File: config.mk
export PLATFORM = sky130hd
export DESIGN_NAME = instruction_encoder_flat
export DESIGN_NICKNAME = d
export VERILOG_FILES = /design/src/rtl/instruction_encoder_if.sv /design/src/rtl/instruction_encoder.sv /design/src/flat_wrapper.sv
export SDC_FILE = /design/constraint.sdc
export NUM_CORES = 1
export LEC_CHECK = 0
export CAP_MARGIN = 20
export CORE_MARGIN = 2
export CORE_UTILIZATION = 51
export DETAILED_ROUTE_END_ITERATION = 10
export DONT_BUFFER_PORTS = 1
export GPL_TIMING_DRIVEN = 0
export PLACE_DENSITY = 0.63
export SLEW_MARGIN = 10
export SYNTH_ARGS = -nofsm -noshare
export SYNTH_HDL_FRONTEND = slang
export SYNTH_SLANG_ARGS = --single-unit
File: constraint.sdc
create_clock -name clk -period 2.1 [get_ports clk]
set_clock_uncertainty 0.05 [all_clocks]
set_input_delay 0.315 -clock clk [delete_from_list [all_inputs] [get_ports clk]]
set_output_delay 0.315 -clock clk [all_outputs]
set_load 0.005 [all_outputs]
File: src/rtl/instruction_encoder_if.sv
// Request/response bundle for the RV32I instruction encoder.
// slave: encoder side; master: request producer and word consumer.
interface instruction_encoder_if;
  logic        in_valid;
  logic        in_ready;
  logic [2:0]  in_kind;
  logic [4:0]  in_rd;
  logic [4:0]  in_rs1;
  logic [4:0]  in_rs2;
  logic [2:0]  in_funct3;
  logic [31:0] in_imm;
  logic        out_valid;
  logic        out_ready;
  logic [31:0] out_instr;
  logic        out_last;
  logic        out_err;

  modport slave (
    input  in_valid, in_kind, in_rd, in_rs1,
    input  in_rs2, in_funct3, in_imm, out_ready,
    output in_ready, out_valid, out_instr,
    output out_last, out_err
  );

  modport master (
    output in_valid, in_kind, in_rd, in_rs1,
    output in_rs2, in_funct3, in_imm, out_ready,
    input  in_ready, out_valid, out_instr,
    input  out_last, out_err
  );
endinterface

File: src/rtl/instruction_encoder.sv
// Packs kind/regs/immediate into RV32I words; LI expands to LUI+ADDI.
// Ports: clk, reset (sync, active-high), bus (valid/ready in and out).
module instruction_encoder #(
  parameter bit CHECK_RANGE = 1'b1
) (
  input  logic                  clk,
  input  logic                  reset,
  instruction_encoder_if.slave  bus
);

  localparam logic [6:0] OP_IMM   = 7'b0010011;
  localparam logic [6:0] OP_LOAD  = 7'b0000011;
  localparam logic [6:0] OP_STORE = 7'b0100011;
  localparam logic [6:0] OP_BR    = 7'b1100011;
  localparam logic [6:0] OP_JAL   = 7'b1101111;
  localparam logic [6:0] OP_LUI   = 7'b0110111;
  localparam logic [6:0] OP_AUIPC = 7'b0010111;

  localparam logic [2:0] K_IMM   = 3'd0;
  localparam logic [2:0] K_LW    = 3'd1;
  localparam logic [2:0] K_S     = 3'd2;
  localparam logic [2:0] K_B     = 3'd3;
  localparam logic [2:0] K_J     = 3'd4;
  localparam logic [2:0] K_LUI   = 3'd5;
  localparam logic [2:0] K_AUIPC = 3'd6;
  localparam logic [2:0] K_LI    = 3'd7;

  typedef enum logic [1:0] {
    IDLE, ONE, HI, LO
  } state_e;

  state_e      state_q, state_d;
  logic        valid_q, valid_d;
  logic [31:0] instr_q, instr_d;
  logic        last_q, last_d;
  logic        err_q, err_d;
  logic [11:0] lo_q, lo_d;
  logic [4:0]  rd_q, rd_d;

  logic        accept;
  logic        load;
  logic        li_small;
  logic [19:0] li_hi;
  logic [32:0] enc_w;

  // {err, word} for every non-LI kind; err is the raw range verdict
  function automatic logic [32:0] enc(
    input logic [2:0]  kind,
    input logic [4:0]  rd,
    input logic [4:0]  rs1,
    input logic [4:0]  rs2,
    input logic [2:0]  f3,
    input logic [31:0] imm
  );
    logic [31:0] w;
    logic        bad;
    logic        s12;
    logic        s13;
    logic        s21;
    s12 = (&imm[31:11]) | ~(|imm[31:11]);
    s13 = (&imm[31:12]) | ~(|imm[31:12]);
    s21 = (&imm[31:20]) | ~(|imm[31:20]);
    w   = '0;
    bad = 1'b0;
    case (kind)
      K_IMM: begin
        w   = {imm[11:0], rs1, f3, rd, OP_IMM};
        bad = !s12;
      end
      K_LW: begin
        w   = {imm[11:0], rs1, f3, rd, OP_LOAD};
        bad = !s12;
      end
      K_S: begin
        w   = {imm[11:5], rs2, rs1, f3,
               imm[4:0], OP_STORE};
        bad = !s12;
      end
      K_B: begin
        w   = {imm[12], imm[10:5], rs2, rs1, f3,
               imm[4:1], imm[11], OP_BR};
        bad = !s13 | imm[0];
      end
      K_J: begin
        w   = {imm[20], imm[10:1], imm[11],
               imm[19:12], rd, OP_JAL};
        bad = !s21 | imm[0];
      end
      K_LUI: begin
        w   = {imm[31:12], rd, OP_LUI};
        bad = |imm[11:0];
      end
      K_AUIPC: begin
        w   = {imm[31:12], rd, OP_AUIPC};
        bad = |imm[11:0];
      end
      default: begin
        w   = '0;
        bad = 1'b0;
      end
    endcase
    return {bad, w};
  endfunction

  assign bus.in_ready = !reset &&
    ((state_q == IDLE) ||
     (valid_q && last_q && bus.out_ready));

  assign accept = bus.in_valid && bus.in_ready;

  assign li_small =
    (&bus.in_imm[31:11]) | ~(|bus.in_imm[31:11]);

  // ADDI sign-extends its 12 bits, so round the upper part up
  assign li_hi = bus.in_imm[31:12] +
                 {19'd0, bus.in_imm[11]};

  assign enc_w = enc(bus.in_kind, bus.in_rd,
                     bus.in_rs1, bus.in_rs2,
                     bus.in_funct3, bus.in_imm);

  always_comb begin
    state_d = state_q;
    valid_d = valid_q;
    instr_d = instr_q;
    last_d  = last_q;
    err_d   = err_q;
    lo_d    = lo_q;
    rd_d    = rd_q;
    load    = 1'b0;

    unique case (state_q)
      IDLE: load = accept;
      HI: begin
        if (bus.out_ready) begin
          state_d = LO;
          instr_d = {lo_q, rd_q, 3'b000,
                     rd_q, OP_IMM};
          last_d  = 1'b1;
          err_d   = 1'b0;
        end
      end
      ONE, LO: begin
        if (bus.out_ready) begin
          if (accept) begin
            load = 1'b1;
          end else begin
            state_d = IDLE;
            valid_d = 1'b0;
          end
        end
      end
    endcase

    if (load) begin
      valid_d = 1'b1;
      if (bus.in_kind == K_LI) begin
        err_d = 1'b0;
        if (li_small) begin
          state_d = ONE;
          last_d  = 1'b1;
          instr_d = {bus.in_imm[11:0], 5'd0,
                     3'b000, bus.in_rd, OP_IMM};
        end else begin
          // zero low part: the LUI alone is the final word
          instr_d = {li_hi, bus.in_rd, OP_LUI};
          lo_d    = bus.in_imm[11:0];
          rd_d    = bus.in_rd;
          if (bus.in_imm[11:0] == 12'd0) begin
            state_d = ONE;
            last_d  = 1'b1;
          end else begin
            state_d = HI;
            last_d  = 1'b0;
          end
        end
      end else begin
        state_d = ONE;
        last_d  = 1'b1;
        instr_d = enc_w[31:0];
        err_d   = enc_w[32] & CHECK_RANGE;
      end
    end
  end

  always_ff @(posedge clk) begin
    if (reset) begin
      state_q <= IDLE;
      valid_q <= 1'b0;
      instr_q <= '0;
      last_q  <= 1'b0;
      err_q   <= 1'b0;
      lo_q    <= '0;
      rd_q    <= '0;
    end else begin
      state_q <= state_d;
      valid_q <= valid_d;
      instr_q <= instr_d;
      last_q  <= last_d;
      err_q   <= err_d;
      lo_q    <= lo_d;
      rd_q    <= rd_d;
    end
  end

  assign bus.out_valid = valid_q;
  assign bus.out_instr = instr_q;
  assign bus.out_last  = last_q;
  assign bus.out_err   = err_q;

endmodule

File: src/flat_wrapper.sv
// flat-port wrapper written by rule: the top's interface ports become plain ports
module instruction_encoder_flat 
#(
  parameter bit CHECK_RANGE = 1'b1
)
  (clk, reset, bus_in_valid, bus_in_kind, bus_in_rd, bus_in_rs1, bus_in_rs2, bus_in_funct3, bus_in_imm, bus_out_ready, bus_in_ready, bus_out_valid, bus_out_instr, bus_out_last, bus_out_err);
  instruction_encoder_if bus_i ();
  input  logic clk;
  input  logic reset;
  input wire logic [$bits(bus_i.in_valid)-1:0] bus_in_valid;
  input wire logic [$bits(bus_i.in_kind)-1:0] bus_in_kind;
  input wire logic [$bits(bus_i.in_rd)-1:0] bus_in_rd;
  input wire logic [$bits(bus_i.in_rs1)-1:0] bus_in_rs1;
  input wire logic [$bits(bus_i.in_rs2)-1:0] bus_in_rs2;
  input wire logic [$bits(bus_i.in_funct3)-1:0] bus_in_funct3;
  input wire logic [$bits(bus_i.in_imm)-1:0] bus_in_imm;
  input wire logic [$bits(bus_i.out_ready)-1:0] bus_out_ready;
  output wire logic [$bits(bus_i.in_ready)-1:0] bus_in_ready;
  output wire logic [$bits(bus_i.out_valid)-1:0] bus_out_valid;
  output wire logic [$bits(bus_i.out_instr)-1:0] bus_out_instr;
  output wire logic [$bits(bus_i.out_last)-1:0] bus_out_last;
  output wire logic [$bits(bus_i.out_err)-1:0] bus_out_err;
  assign bus_i.in_valid = bus_in_valid;
  assign bus_i.in_kind = bus_in_kind;
  assign bus_i.in_rd = bus_in_rd;
  assign bus_i.in_rs1 = bus_in_rs1;
  assign bus_i.in_rs2 = bus_in_rs2;
  assign bus_i.in_funct3 = bus_in_funct3;
  assign bus_i.in_imm = bus_in_imm;
  assign bus_i.out_ready = bus_out_ready;
  assign bus_in_ready = bus_i.in_ready;
  assign bus_out_valid = bus_i.out_valid;
  assign bus_out_instr = bus_i.out_instr;
  assign bus_out_last = bus_i.out_last;
  assign bus_out_err = bus_i.out_err;
  instruction_encoder #(.CHECK_RANGE(CHECK_RANGE)) u_core (.clk(clk), .reset(reset), .bus(bus_i));
endmodule
==> run_results.csv, run 1 <==
group,metric,value,unit
run_status,status,"completed",
drt,routed_wl,11200,um
cts,cts_tree,"done",
sta,hold_violations,0,
placed_design,pre_cts_ws,-0.355,ns
drt,post-route-drc-count,0,
floorplan,chipWidth,84.7,um
synth,synth_cells,446,
sta,slew_violations,0,
setup_path,crit_slowest_cell,"dfxtp_2",
synth,synth_top_area_share,31.9,%
final_layout,fill_cells,637,
final_layout,drive_above_1_share,11.6,%
setup_path,crit_path_end_kind,"flip-flop",
global_routing,grt_max_degree,17,
sta,layout_setup_ws,0.131,ns
final_layout,finalNonFillerCells,534,
power,clkPwrFrac,29.0,%
setup_path,critical_path_class,"reg2reg",
global_routing,track_usage,31.3,%
setup_path,cp-start-kind,"flip-flop",
sta,min_period,1.97,ns
synth,synth_nets,506,
sta,relSlewSlack,52.8,%
cts,cts_buffer_depth,2,
global_routing,antenna_found_initial,0,
placed_design,placed_cell_area,3420,um2
synth,synthFlopType,"dfxtp_1",
final_layout,layout.nets,516,
floorplan,rows,29,
cts,clock_sinks,53,
cts,clk_pin_slew,0.11,ns
floorplan,boundaryPins,93,
synth,async_flop_share,0,%
setup_path,cpPeakStageDelay,0.35,ns
synth,ys_seq_area_share,31.9,%
power,intPower,1.45,mW
floorplan,core,6310,um2
setup_path,worstPathArrival,2.12,ns
synth,synth_edf_count,0,
final_layout,seq_area,1060,um2
sta,timing.final.crit_share,93.8,%
final_layout,antennaDiodeCount,0,
cts,root_buffer,"clkbuf_8",
global_routing,grt_pass1_vias,3339,
synth,yosys.cell_count.top_type,"nand2_1",
power,p_sw,0.639,mW
synth,synth_top_cells_by_count,"nand2_1 (71), nor2_1 (54), dfxtp_1 (53)",
synth,yosysTopAreaCell,"dfxtp_1",
setup_path,crit_fanout,10,
floorplan,die_h,84.7,um
sta,fmax,508,MHz
power,combPwrFrac,18.0,%
synth,syn_area_per_cell,7.45,um2
placed_design,place_hpwl,8400,um
sta,worst-slew-pin-transition,0.701,ns
drt,avgViaCountPerCell,6.57,
drt,drt_iter0_markers,307,
placed_design,portBuffers,0,
drt,wl_per_cell,20.9,um
sta,finalSetupViolCount,0,
final_layout,syn_to_final_growth,8.02,%
placed_design,dp.cells,523,
synth,ys_warn_count,0,
power,peakVddDrop,0.350,mV
final_layout,stdcell_area,3590,um2
global_routing,grt_pass1_wl,17900,um
drt,final_antenna_net_count,0,
setup_path,crit_chain,"nand3_1 > nor2_4 > a21oi_1 > clkbuf_4 > buf_2 > a21oi_1 > a221oi_2 > nor2_1",
sta,fin_tns_setup,0,ns
floorplan,fp.dieArea,7170,um2
placed_design,gp_congestion,0.973,
power,switching_share,30.6,%
cts,holdBufCountCts,0,
setup_path,crit_required,2.25,ns
cts,clk_latency,0.31,ns
worst_hold_path,hold_path_class,"in2reg",
power,power_density,581,nW/um2
synth,syn-cell-area,3320,um2
sta,rsz0062_at_grt,"false",
drt,vias,3507,
cts,tritoncts.num_buffers,5,
power,seqPwrFrac,52.9,%
synth,synth-seq-cells,53,
final_layout,multi_input_area,2110,um2
synth,ys_types,57,
floorplan,start_util,52.6,%
synth,synth.area.top_cells,"dfxtp_1 (32%), nand2_1 (8.0%), a21oi_1 (7.4%)",
cts,h-tree-depth,2,
power,p_total,2.09,mW
drt,drtPass1Iterations,5,
setup_path,crit_top_cell,"a21oi_1",
global_routing,overflow,0,
power,p_leak,1.30,nW
job,drv_cap,0,
critical path: cells and delay by family (launching register included):
family	cells	cell delay (ns)
flops	1	0.35
simple gates	3	0.27
buf+inv	2	0.62
compound gates	3	0.54
cells by family (layout without fill, tap and decap cells):
logic type	count (synthesis)	after routing	share of synthesized area, %
AND/OR/NAND/NOR	201	201	28.4
AO/OA/AOI/OAI	125	125	25.3
flip-flops	53	53	31.9
buffers and inverters	38	49	5.95
XOR/XNOR	18	18	4.75
multiplexers	8	8	2.56
adder cells (fa/ha/maj)	3	3	1.13
final cells by class:
| cell class | count | area share (%) |
|---|---|---|
| multi-input cells | 355 | 58.7 |
| flip-flops and latches | 53 | 29.7 |
| well taps | 77 | 2.68 |
| inverters | 4 | 0.418 |
| clock inverters | 2 | 0.384 |
| repair buffers | 4 | 0.837 |
| plain buffers | 33 | 5.26 |
| clock buffers | 6 | 2.02 |
repair_timing:
action / in CTS / in global routing
endpoints found under the setup margin: 33 / 34
pin swaps: 0 / 1
setup buffers: 0 / 4
resized for setup: 8 / 11
per-stage QoR:
step / hold WS (ns) / utilization [%]
6_report: 0.0734 / 56.8
5_1_grt: 0.0819 / 56.8
4_1_cts: 0.0776 / 55.7
3_5_place_dp: 0.396 / 54.1
3_3_place_gp: 0.388 / 54.1
2_1_floorplan: 0.383 / -
layout by cell type (no fill, tap or decap), types with 3 or more instances in the layout:
cell       instances
nand2_1           71
nor2_1            52
dfxtp_1           50
a21oi_1           49
nor3_1            17
clkbuf_1          15
nand3_1           15
o21ai_0           13
xnor2_1           11
and3_1            11
a221oi_1          11
buf_2              8
nor4_1             8
o22ai_1            8
xor2_1             7
buf_4              6
a31oi_1            6
nand4_1            5
a211oi_1           5
a22oi_1            5
clkbuf_8           5
inv_1              4
a2111oi_2          4
mux2i_1            4
mux2_2             4
nor2b_1            3
and2_1             3
a32oi_1            3
ha_1               3
dfxtp_2            3
final timing paths:
kind | from | end | slack, ns | depth (start not counted)
min reg2reg | u_core.lo_q[8] | u_core.lo_q[8] | 0.41 | 2
max reg2reg | u_core.bus.out_last | u_core.bus.out_instr[14] | 0.13 | 8
max | u_core.bus.out_last | u_core.bus.out_instr[14] | 0.13 | 8
min | bus_in_imm[0] | u_core.lo_q[0] | 0.07 | 2
sequential cells by signal, indices dropped and copies added, names as in the netlist:
name                  count
u_core.lo_q              12
u_core.rd_q               5
u_core.bus.out_last       1
u_core.bus.out_instr     31
u_core.bus.out_valid      1
u_core.state_q            2
u_core.bus.out_err        1
per-layer routing:
metal | vias up | share of wire (%) | track usage, %
met4 | 0 | 2.1 | 7.50
met5 | - | 0 | 0
met2 | 162 | 48 | 52.2
li1 | 1650 | - | -
met3 | 18 | 7.8 | 6.39
met1 | 1677 | 42 | 41.8
power groups by stage:
| stage | Sequential (mW) | Combinational, mW | Clock, mW |
|---|---|---|---|
| final | 1.10 | 0.376 | 0.605 |
| after global routing | 1.11 | 0.419 | 0.641 |
| after CTS | 1.10 | 0.366 | 0.609 |
| after detailed placement | 1.12 | 0.363 | 0 |
| after global placement | 1.12 | 0.361 | 0 |
| after floorplan | 1.11 | 0.283 | 0 |
Note: power is estimated with default switching activity, not from simulation.
==> run 2: changes to the inputs <==
--- a/config.mk
+++ b/config.mk
@@ -16,3 +16,4 @@
 export SYNTH_ARGS = -nofsm -noshare
 export SYNTH_HDL_FRONTEND = slang
 export SYNTH_SLANG_ARGS = --single-unit
+export TNS_END_PERCENT = 100
==> results of run 2 <==
No change in the layout: final DEF, timing and power equal those of run 1.
